**config.mk**
```make
export PLATFORM = sky130hd
export DESIGN_NAME = user_project_wrapper
export DESIGN_NICKNAME = d
export VERILOG_FILES = /design/src/rtl/user_project_wrapper_pkg.sv /design/src/rtl/user_project_wrapper_uart_tx.sv /design/src/rtl/user_project_wrapper.sv
export SDC_FILE = /design/constraint.sdc
export NUM_CORES = 1
export LEC_CHECK = 0
export ABC_AREA = 1
export CORE_UTILIZATION = 35
export CTS_CLUSTER_SIZE = 24
export DETAILED_ROUTE_END_ITERATION = 7
export PLACE_DENSITY_LB_ADDON = 0.2
export SYNTH_ARGS = -nofsm -noshare
export SYNTH_HDL_FRONTEND = slang
export SYNTH_SLANG_ARGS = --single-unit
```
**constraint.sdc**
```tcl
create_clock -name io_in -period 2.27 [get_ports io_in]
set_clock_uncertainty 0.1 [all_clocks]
set_input_delay 0.5675 -clock io_in [delete_from_list [all_inputs] [get_ports io_in]]
set_output_delay 0.5675 -clock io_in [all_outputs]
set_load 0.02 [all_outputs]
```
**src/rtl/user_project_wrapper_pkg.sv**
```systemverilog
// ============================================================================
// user_project_wrapper_pkg : shared FSM encoding, flash opcodes, timing, pads
// Rev 1.0
// ============================================================================
`default_nettype none

package user_project_wrapper_pkg;

  typedef enum logic [2:0] {
    ST_IDLE      = 3'd0,
    ST_WAKE_CMD  = 3'd1,
    ST_WAKE_WAIT = 3'd2,
    ST_READ_CMD  = 3'd3,
    ST_READ_BYTE = 3'd4,
    ST_UART_TX   = 3'd5,
    ST_DONE      = 3'd6
  } state_t;

  localparam logic [7:0] c_cmd_release_pd = 8'hAB;
  localparam logic [7:0] c_cmd_read       = 8'h03;

  localparam int c_idle_clks      = 16;
  localparam int c_wake_wait_clks = 400;
  localparam int c_sck_div        = 4;

  localparam int c_pad_clk    = 8;
  localparam int c_pad_rstn   = 9;
  localparam int c_pad_csb    = 10;
  localparam int c_pad_sck    = 11;
  localparam int c_pad_mosi   = 12;
  localparam int c_pad_miso   = 13;
  localparam int c_pad_wp     = 14;
  localparam int c_pad_hold   = 15;
  localparam int c_pad_tx     = 16;
  localparam int c_pad_led_lo = 22;

  // Output enables are active low: only the flash, UART and LED pads drive.
  function automatic logic [37:0] pad_oeb();
    logic [37:0] v;
    v = '1;
    v[c_pad_csb]  = 1'b0;
    v[c_pad_sck]  = 1'b0;
    v[c_pad_mosi] = 1'b0;
    v[c_pad_wp]   = 1'b0;
    v[c_pad_hold] = 1'b0;
    v[c_pad_tx]   = 1'b0;
    for (int i = c_pad_led_lo; i < 38; i++) v[i] = 1'b0;
    return v;
  endfunction

endpackage

`default_nettype wire

```
**src/rtl/user_project_wrapper_uart_tx.sv**
```systemverilog
// ============================================================================
// uart_tx : 8N1 transmitter, LSB first, start/busy handshake
// Rev 1.0
// ============================================================================
`default_nettype none

module uart_tx #(
  parameter int CLKS_PER_BIT = 106
) (
  input  logic       clk,
  input  logic       rst_n,
  input  logic [7:0] i_data,
  input  logic       i_start,
  output logic       o_busy,
  output logic       o_tx
);

  localparam int c_cnt_w = (CLKS_PER_BIT > 1) ? $clog2(CLKS_PER_BIT) : 1;

  logic [c_cnt_w-1:0] r_clk_cnt;
  logic [3:0]         r_bit_idx;
  logic [8:0]         r_frame;
  logic               r_busy;
  logic               r_tx;

  // r_frame holds the bits still to send after the current one (data then stop).
  always_ff @(posedge clk or negedge rst_n) begin
    if (!rst_n) begin
      r_clk_cnt <= '0;
      r_bit_idx <= '0;
      r_frame   <= '1;
      r_busy    <= 1'b0;
      r_tx      <= 1'b1;
    end else if (!r_busy) begin
      if (i_start) begin
        r_frame   <= {1'b1, i_data};
        r_tx      <= 1'b0;
        r_busy    <= 1'b1;
        r_clk_cnt <= '0;
        r_bit_idx <= '0;
      end
    end else if (r_clk_cnt == c_cnt_w'(CLKS_PER_BIT - 1)) begin
      r_clk_cnt <= '0;
      if (r_bit_idx == 4'd9) begin
        r_busy <= 1'b0;
        r_tx   <= 1'b1;
      end else begin
        r_bit_idx <= r_bit_idx + 4'd1;
        r_tx      <= r_frame[0];
        r_frame   <= {1'b1, r_frame[8:1]};
      end
    end else begin
      r_clk_cnt <= r_clk_cnt + 1'b1;
    end
  end

  assign o_busy = r_busy;
  assign o_tx   = r_tx;

endmodule

`default_nettype wire

```
**src/rtl/user_project_wrapper.sv**
```systemverilog
// ============================================================================
// user_project_wrapper : wakes a SPI flash, streams bytes from it to a UART
// Rev 1.0
// ============================================================================
`default_nettype none

module user_project_wrapper
  import user_project_wrapper_pkg::*;
#(
  parameter int          CLKS_PER_BIT = 106,
  parameter logic [23:0] FLASH_ADDR   = 24'h000000,
  parameter int          MAX_BYTES    = 256
) (
  inout  wire         vdd,
  inout  wire         vss,
  input  logic [37:0] io_in,
  output logic [37:0] io_out,
  output logic [37:0] io_oeb
);

  logic w_clk;
  logic w_rst_n;
  logic w_miso;
  logic w_tx;
  logic w_uart_busy;
  logic w_unused;

  assign w_clk    = io_in[c_pad_clk];
  assign w_rst_n  = io_in[c_pad_rstn];
  assign w_miso   = io_in[c_pad_miso];
  assign w_unused = &{1'b0, io_in[37:14], io_in[12:10], io_in[7:0], vdd, vss};

  state_t      r_state;
  state_t      w_next_state;
  logic [8:0]  r_wait_cnt;
  logic [1:0]  r_phase;
  logic [5:0]  r_bits_left;
  logic [30:0] r_shift;
  logic [7:0]  r_rx;
  logic [8:0]  r_count;
  logic        r_csb;
  logic        r_sck;
  logic        r_mosi;

  logic        w_spi_active;
  logic        w_spi_rise;
  logic        w_spi_fall;
  logic        w_spi_last;
  logic        w_spi_load;
  logic [31:0] w_spi_data;
  logic [5:0]  w_spi_bits;
  logic        w_csb_lo;
  logic        w_csb_hi;
  logic        w_uart_start;
  logic        w_cnt_inc;

  // Each bit cell is two clocks SCK low then two high; a zero bit count pauses SCK.
  assign w_spi_active = (r_bits_left != '0);
  assign w_spi_rise   = w_spi_active && (r_phase == 2'(c_sck_div / 2 - 1));
  assign w_spi_fall   = w_spi_active && (r_phase == 2'(c_sck_div - 1));
  assign w_spi_last   = w_spi_fall && (r_bits_left == 6'd1);

  always_ff @(posedge w_clk or negedge w_rst_n) begin
    if (!w_rst_n) r_state <= ST_IDLE;
    else          r_state <= w_next_state;
  end

  always_comb begin
    w_next_state = r_state;
    w_spi_load   = 1'b0;
    w_spi_data   = '0;
    w_spi_bits   = '0;
    w_csb_lo     = 1'b0;
    w_csb_hi     = 1'b0;
    w_uart_start = 1'b0;
    w_cnt_inc    = 1'b0;
    case (r_state)
      ST_IDLE: begin
        if (r_wait_cnt == 9'(c_idle_clks - 1)) begin
          w_next_state = ST_WAKE_CMD;
          w_spi_load   = 1'b1;
          w_spi_data   = {c_cmd_release_pd, 24'h000000};
          w_spi_bits   = 6'd8;
          w_csb_lo     = 1'b1;
        end
      end
      ST_WAKE_CMD: begin
        if (w_spi_last) begin
          w_next_state = ST_WAKE_WAIT;
          w_csb_hi     = 1'b1;
        end
      end
      ST_WAKE_WAIT: begin
        if (r_wait_cnt == 9'(c_wake_wait_clks - 1)) begin
          w_next_state = ST_READ_CMD;
          w_spi_load   = 1'b1;
          w_spi_data   = {c_cmd_read, FLASH_ADDR};
          w_spi_bits   = 6'd32;
          w_csb_lo     = 1'b1;
        end
      end
      ST_READ_CMD: begin
        if (w_spi_last) begin
          w_next_state = ST_READ_BYTE;
          w_spi_load   = 1'b1;
          w_spi_bits   = 6'd8;
        end
      end
      ST_READ_BYTE: begin
        // r_rx is complete here: the eighth sample was taken on this bit's rise.
        if (w_spi_last) begin
          if ((r_rx == 8'h00) || (r_count == 9'(MAX_BYTES))) begin
            w_next_state = ST_DONE;
            w_csb_hi     = 1'b1;
          end else begin
            w_next_state = ST_UART_TX;
            w_uart_start = 1'b1;
          end
        end
      end
      ST_UART_TX: begin
        if (!w_uart_busy) begin
          w_next_state = ST_READ_BYTE;
          w_spi_load   = 1'b1;
          w_spi_bits   = 6'd8;
          w_cnt_inc    = 1'b1;
        end
      end
      ST_DONE: begin
        w_next_state = ST_DONE;
      end
      default: begin
        w_next_state = ST_IDLE;
      end
    endcase
  end

  always_ff @(posedge w_clk or negedge w_rst_n) begin
    if (!w_rst_n) begin
      r_wait_cnt  <= '0;
      r_phase     <= '0;
      r_bits_left <= '0;
      r_shift     <= '0;
      r_rx        <= '0;
      r_count     <= '0;
      r_csb       <= 1'b1;
      r_sck       <= 1'b0;
      r_mosi      <= 1'b0;
    end else begin
      if (r_state != w_next_state) r_wait_cnt <= '0;
      else if (r_wait_cnt != '1)   r_wait_cnt <= r_wait_cnt + 9'd1;

      if (w_csb_lo)      r_csb <= 1'b0;
      else if (w_csb_hi) r_csb <= 1'b1;

      if (w_spi_load) begin
        r_mosi      <= w_spi_data[31];
        r_shift     <= w_spi_data[30:0];
        r_bits_left <= w_spi_bits;
        r_phase     <= '0;
        r_sck       <= 1'b0;
      end else if (w_spi_active) begin
        r_phase <= w_spi_fall ? 2'd0 : r_phase + 2'd1;
        if (w_spi_rise) begin
          r_sck <= 1'b1;
          r_rx  <= {r_rx[6:0], w_miso};
        end
        if (w_spi_fall) begin
          r_sck       <= 1'b0;
          r_bits_left <= r_bits_left - 6'd1;
          r_mosi      <= r_shift[30];
          r_shift     <= {r_shift[29:0], 1'b0};
        end
      end

      if (w_cnt_inc && (r_count != 9'(MAX_BYTES))) r_count <= r_count + 9'd1;
    end
  end

  uart_tx #(
    .CLKS_PER_BIT(CLKS_PER_BIT)
  ) u_uart_tx (
    .clk     (w_clk),
    .rst_n   (w_rst_n),
    .i_data  (r_rx),
    .i_start (w_uart_start),
    .o_busy  (w_uart_busy),
    .o_tx    (w_tx)
  );

  always_comb begin
    io_out              = '0;
    io_out[c_pad_csb]   = r_csb;
    io_out[c_pad_sck]   = r_sck;
    io_out[c_pad_mosi]  = r_mosi;
    io_out[c_pad_wp]    = 1'b1;
    io_out[c_pad_hold]  = 1'b1;
    io_out[c_pad_tx]    = w_tx;
    io_out[37:22]       = {(r_state == ST_DONE), 6'b000000, r_count};
  end

  assign io_oeb = pad_oeb();

endmodule

`default_nettype wire

```
# [Yosys cells after proc, flatten, opt, wreduce, memory -nomap -nowiden]
# Cells that the tools add are included.
[word_totals] rom_bits=0 reg_bits=93 memories=0 ram_bits=0 latch_bits=0 word_cells=128
[op_classes] reduce_logical=19 div=0 n_bitwise=1 eq_ne=19 n_mux=68 n_shift=0 mul=0 order_cmp=0 addsub=6
[op_table] operator="2-to-1 mux 31 bit" n=3
[op_table] operator="case mux 32 bit (2 select lines)" n=1
[op_table] operator="2-to-1 mux 9 bit" n=6
[op_table] operator="2-to-1 mux 32 bit" n=1
[op_table] operator="2-to-1 mux 4 bit" n=7
[op_table] operator="2-to-1 mux 1 bit" n=27
[op_table] operator="2-to-1 mux 26 bit" n=1
[op_table] operator="2-to-1 mux 6 bit" n=4
[op_table] operator="case mux 6 bit (4 select lines)" n=1
[op_table] operator="2-to-1 mux 7 bit" n=3
[op_table] operator="case mux 3 bit (7 select lines)" n=1
[op_table] operator="adder 9 x 1 -> 9 bit, second input constant" n=2
[op_table] operator="== test 9 bit, second input constant" n=2
[op_table] operator="2-to-1 mux 3 bit" n=6
[op_table] operator="inequality test 9 bit, second input constant" n=2
[op_table] operator="nonzero test 2 bit" n=5
[op_table] operator="== test 3 bit, second input constant" n=3
[op_table] operator="== test 9 x 4 -> 1 bit, second input constant" n=1
[op_table] operator="logical NOT 8 bit" n=1
[op_table] operator="2-to-1 mux 2 bit" n=4
[op_table] operator="adder 7 x 1 -> 7 bit, second input constant" n=1
[op_table] operator="== test 7 bit, second input constant" n=1
[op_table] operator="== test 3 x 2 -> 1 bit, second input constant" n=2
[op_table] operator="== test 6 x 1 -> 1 bit, second input constant" n=1
[op_table] operator="19 further kinds" n=27

# [Longest topological paths before layout]
[depth] depth_word=7 depth_mapped=13 ltp_nobuf=12

# [Cells and area by module]
# Synthesis repeated with hierarchy kept, for this count alone.
[unflattened] cells_unflattened=525 hier_area_um2=4217.8
[by_module_without_submodules] module="user_project_wrapper" area_per_inst_um2=2967.8 seq_area_each_um2=1177.4 cells_each=369 instances=1
[by_module_without_submodules] module="uart_tx" area_per_inst_um2=1249.9 seq_area_each_um2=536.8 cells_each=156 instances=1

# [Least setup slack after synthesis]
# No wires, ideal clock.
[synth_timing] path_kind="register to register" start="register r_wait_cnt[0]" end="register r_wait_cnt[7]" n_path_buf=1 arrival_time_ns=1.803 slack_ns=0.246 setup_ns=0.121 synth_period_minus_slack_ns=2.024 path_stages_with_launch=12 path_cell_list="dfrtp_1 > ha_1 > nand2_1 > nor3_1 > and3_1 > ha_1 > clkbuf_1 > inv_1 > nand4_1 > nor3_1 > xnor2_1 > nor2_1"
[synth_via] elab_chain_cells=5
[synth_rtl] item="start: declaration" line="user_project_wrapper.sv:35" rtl="logic [8:0] r_wait_cnt;"
[synth_rtl] item="start signal: assignment" line="user_project_wrapper.sv:151" rtl="else if (r_wait_cnt != '1) r_wait_cnt <= r_wait_cnt + 9'd1;"
[synth_rtl] item="== test 9 bit or == test 9 x 4 -> 1 bit (tied branches)" line="user_project_wrapper.sv:94, user_project_wrapper.sv:79"
[synth_rtl] item="2-to-1 mux 3 bit, on equally long branches" line="user_project_wrapper.sv:94, user_project_wrapper.sv:79"
[synth_rtl] item="case mux 3 bit (7 select lines)" line="user_project_wrapper.sv:77" rtl="case (r_state)"
[synth_rtl] item="inequality test 3 bit" line="user_project_wrapper.sv:150" rtl="if (r_state != w_next_state) r_wait_cnt <= '0;"
[synth_rtl] item="2-to-1 mux 9 bit or nonzero test 2 bit (tied branches)"
# Parallel ways exist; a longest one is shown, timed or not. The select of a mux whose other input is x is not followed.
# A chain may end at the register's enable or synchronous reset.

# [Final worst setup path]
[layout_timing] start="register r_csb" end="output port io_out[10]"
[layout_rtl] item="start: declaration" line="user_project_wrapper.sv:41" rtl="logic r_csb;"
[layout_rtl] item="start signal: assignment" line="user_project_wrapper.sv:146" rtl="r_csb <= 1'b1;"
[layout_rtl] item="start signal: assignment" line="user_project_wrapper.sv:153" rtl="if (w_csb_lo) r_csb <= 1'b0;"
[layout_rtl] item="start signal: assignment" line="user_project_wrapper.sv:154" rtl="else if (w_csb_hi) r_csb <= 1'b1;"
[layout_rtl] item="end: declaration" line="user_project_wrapper.sv:17" rtl="output logic [37:0] io_out,"
# No word-level cell between the ends.

==> flow_summary.html <==
<table>
<tr><th>Metric</th><th>Value</th></tr>
<tr><th colspan="2">Outcome</th></tr>
<tr><td>Outcome</td><td>finished, violations left</td></tr>
<tr><td>Failing checks</td><td>design-rule violations, negative hold slack</td></tr>
<tr><th colspan="2">Synth</th></tr>
<tr><td>Fraction of synthesis flops using an asynchronous set or reset pin</td><td>1.000</td></tr>
<tr><td>Syn avg cell area</td><td>8.476 sq um</td></tr>
<tr><td>Synth warn</td><td>0</td></tr>
<tr><td>Main synth FF type</td><td>dfrtp_1</td></tr>
<tr><td>Flip-flop and latch count after synthesis</td><td>68</td></tr>
<tr><td>Number of enable-type register cells in the synthesized netlist</td><td>0</td></tr>
<tr><td>Sequential cell area fraction in the yosys report</td><td>0.4045</td></tr>
<tr><td>Cell types with the largest area share after synthesis</td><td>dfrtp_1 34%, buf_4 12%, nand2_1 7.4%, dfstp_2 6.2%, nor2_1 5.3%</td></tr>
<tr><td>Post-Syn Area</td><td>4238 sq um</td></tr>
<tr><td>Count of mapped cells out of synthesis</td><td>500</td></tr>
<tr><td>Library cell with the highest instance count after synthesis</td><td>nand2_1</td></tr>
<tr><td>Cell types with the highest counts after synthesis</td><td>83 x nand2_1, 67 x buf_4, 60 x nor2_1</td></tr>
<tr><td>Count of distinct cell types in the synthesized netlist</td><td>39</td></tr>
<tr><td>Share of the synthesized area in the top cell type</td><td>0.3425</td></tr>
<tr><td>Yosys top cell by area</td><td>dfrtp_1</td></tr>
<tr><th colspan="2">GRT</th></tr>
<tr><td>First-pass GRT wire length</td><td>13.50 mm</td></tr>
<tr><td>Overall Global Routing Usage</td><td>0.1461</td></tr>
<tr><td>Vias in the first global route</td><td>3138</td></tr>
<tr><td>Overflow left after global routing</td><td>0</td></tr>
<tr><td>Pin count of the biggest net entering global routing</td><td>19</td></tr>
<tr><td>Initial antenna violation count</td><td>0</td></tr>
<tr><th colspan="2">Pwr</th></tr>
<tr><td>Sequential share of power</td><td>0.257</td></tr>
<tr><td>Leakage component of the power</td><td>2.080 nW</td></tr>
<tr><td>Max IR drop VDD</td><td>0.4447 mV</td></tr>
<tr><td>Clk pwr share</td><td>0.724</td></tr>
<tr><td>Power per cell area</td><td>952.7 nW/um^2</td></tr>
<tr><td>Power, Total</td><td>4.747 mW</td></tr>
<tr><td>Switching power as a share of total power</td><td>0.2684</td></tr>
<tr><td>Cell-internal power</td><td>3.473 mW</td></tr>
<tr><td>Share of total power in combinational logic</td><td>0.019</td></tr>
<tr><td>Sw Pwr</td><td>1.274 mW</td></tr>
<tr><th colspan="2">Drt</th></tr>
<tr><td>Pre-Repair DR Iteration Count</td><td>8</td></tr>
<tr><td>Number of vias after detailed routing</td><td>3010</td></tr>
<tr><td>DRC violations left</td><td>10</td></tr>
<tr><td>WL/cell</td><td>11.30 um</td></tr>
<tr><td>DRC violation total after the first TritonRoute iteration</td><td>149</td></tr>
<tr><td>Via count normalized by instance count</td><td>4.426</td></tr>
<tr><td>Count of antenna-violating nets left after detailed routing</td><td>0</td></tr>
<tr><td>DRT Wirelength</td><td>7.685 mm</td></tr>
<tr><th colspan="2">Final layout</th></tr>
<tr><td>Nets</td><td>579</td></tr>
<tr><td>Fraction of final layout cells sized beyond drive strength 1</td><td>0.1881</td></tr>
<tr><td>Layout-stage area growth over the synthesis result</td><td>17.57%</td></tr>
<tr><td>Final design instance area without fill</td><td>4982 sq um</td></tr>
<tr><td>Antenna Diode Count</td><td>0</td></tr>
<tr><th colspan="2">Timing</th></tr>
<tr><td>Number of unconstrained endpoints</td><td>2</td></tr>
<tr><td>Post-Route Setup TNS</td><td>0 ps</td></tr>
<tr><td>Final Cycle Share</td><td>0.9402</td></tr>
<tr><td>Final slew viol count</td><td>0</td></tr>
<tr><td>Setup WS post-layout</td><td>135.6 ps</td></tr>
<tr><td>Period minus WS final</td><td>2134 ps</td></tr>
<tr><td>RSZ-0062 raised after global routing</td><td>false</td></tr>
<tr><td>Finish-stage setup viols</td><td>0</td></tr>
<tr><td>Max frequency</td><td>0.4685 GHz</td></tr>
<tr><td>Smallest hold slack</td><td>-431.4 ps</td></tr>
<tr><td>Endpoints failing hold</td><td>69</td></tr>
<tr><th colspan="2">Setup path</th></tr>
<tr><td>Crit end category</td><td>output pin</td></tr>
<tr><td>Worst-path fanout max</td><td>2</td></tr>
<tr><td>Total buffers and inverters traversed by the critical path</td><td>1</td></tr>
<tr><td>Worst EP required</td><td>1600 ps</td></tr>
<tr><td>Data arrival, critical path</td><td>1470 ps</td></tr>
<tr><td>Crit-path leading delay family</td><td>buffers and inverters</td></tr>
<tr><td>Crit-path slowest cell</td><td>clkdlybuf4s50_1</td></tr>
<tr><td>Crit-path cells</td><td>clkdlybuf4s50_1</td></tr>
<tr><td>Largest stage delay on the critical path</td><td>600 ps</td></tr>
<tr><td>Worst setup SP type</td><td>flop</td></tr>
<tr><td>Critical path class</td><td>flop to output pin</td></tr>
<tr><th colspan="2">CTS</th></tr>
<tr><td>TritonCTS clock tree</td><td>yes</td></tr>
<tr><td>Cts hold-fix bufs</td><td>0</td></tr>
<tr><td>Clock transition at path regs</td><td>60 ps</td></tr>
<tr><td>Worst-skew pair later-pin latency</td><td>340 ps</td></tr>
<tr><th colspan="2">Placement</th></tr>
<tr><td>Post-detail-place hpwl</td><td>5.251 mm</td></tr>
<tr><td>Placer congestion estimate</td><td>0.8078</td></tr>
<tr><td>Cell area after placement</td><td>4272 sq um</td></tr>
<tr><td>Worst setup timing slack at the placement stage</td><td>135.8 ps</td></tr>
<tr><td>Port Buffers</td><td>14</td></tr>
<tr><th colspan="2">Die</th></tr>
<tr><td>Number of I/O pins</td><td>116</td></tr>
<tr><td>Starting utilization of the core area</td><td>0.3649</td></tr>
<tr><td>Floorplan die height</td><td>112.0 um</td></tr>
<tr><td>Die width</td><td>112.0 um</td></tr>
<tr><td>Row count</td><td>39</td></tr>
<tr><td>Core region area</td><td>11610 sq um</td></tr>
<tr><td>Area enclosed by the die boundary</td><td>12550 sq um</td></tr>
<tr><th colspan="2">Hold path</th></tr>
<tr><td>Min-delay worst type</td><td>clock port to async pin</td></tr>
<tr><th colspan="2">Job</th></tr>
<tr><td>Count of maximum capacitance violations</td><td>0</td></tr>
</table>
-- stage by stage --
stage	util	instances
2_1_floorplan	-	560
3_3_place_gp	0.3678	649
3_5_place_dp	0.3678	649
4_1_cts	0.4287	680
5_1_grt	0.4290	680
6_report	0.4290	680
-- cells by family (layout without fill, tap and decap cells) --
kind of cell             after synthesis  after routing  share of synthesized area
AO/OA/AOI/OAI                         55             55                    0.08562
XOR/XNOR                              21             21                    0.04340
adder cells (fa/ha/maj)               13             13                    0.03838
buffers and inverters                127            104                     0.1771
flip-flops                            68             68                     0.4045
multiplexers                           1              1                   0.002657
other                                  2             62                   0.001772
AND/OR/NAND/NOR                      213            213                     0.2465
-- placed cells by master (no fill, tap or decap), drive strengths merged, types with 2 or more instances in the layout --
master	instances
nand4	5
nand3	29
dfstp	10
clkbuf	24
o22ai	4
conb	62
inv	55
nor3	6
clkdlybuf4s50	13
ha	13
a21oi	14
xor2	16
or2	4
nor2	64
nand3b	2
dfrtp	58
bufinv	5
nand2	96
xnor2	5
nor4	5
o31ai	3
buf	5
o21ai	32
-- power groups by stage --
stage               Clock, mW  Combinational [mW]  Sequential (mW)
finish                   3.43              0.0905             1.22
detailed placement    0.00651              0.0885             1.25
global placement      0.00651              0.0885             1.25
CTS                      3.59              0.0885             1.22
global route             3.71              0.0963             1.22
floorplan             0.00651               0.171             1.25
-- per-layer routing --
| metal | up-vias | share of wire | GRT usage |
|---|---|---|---|
| li1 | 1524 | - | - |
| met1 | 1364 | 0.46 | 0.1549 |
| met2 | 94 | 0.44 | 0.1872 |
| met3 | 28 | 0.052 | 0.06857 |
| met4 | 0 | 0.052 | 0.1964 |
| met5 | - | 0 | 0 |
-- sequential cells by signal, indices dropped and copies added, names as in the netlist, 2 cells and up --
signal,flops
r_count,9
r_wait_cnt,9
r_rx,8
u_uart_tx.r_frame,8
r_shift,7
u_uart_tx.r_clk_cnt,7
r_bits_left,6
u_uart_tx.r_bit_idx,4
r_state,3
r_phase,2
-- final cells by class --
cell class,count,area [sq um]
Fill cell,1165,6631
Multi-Input combinational cell,365,1998
Clock inverter,7,163.9
Sequential cell,68,1714
Tap cell,143,178.9
Timing Repair Buffer,19,180.2
Inverter,54,202.7
Clock buffer,24,544.3
-- path summary, 6_finish.rpt --
kind,startpoint,endpoint,slack [ps],cells after the start
worst max-delay path,r_csb,io_out[10],140,1
worst min-delay path,io_in[9],r_state[1],-430,2
worst max register to register,r_bits_left[1],u_uart_tx.r_bit_idx[2],190,11
worst min register to register,u_uart_tx.r_frame[2],u_uart_tx.r_frame[2],370,2
max in group asynchronous,io_in[9],u_uart_tx.r_frame[6],2300,2
min in group io_in,io_in[13],r_rx[0],-280,2
-- timing repair --
| action | 4_1_cts | 5_1_grt |
|---|---|---|
| resized for setup | 1 | 1 |
| setup endpoints to repair | 1 | 3 |
| setup buffers | 0 | 0 |
Power figures use the tool's default switching activity.
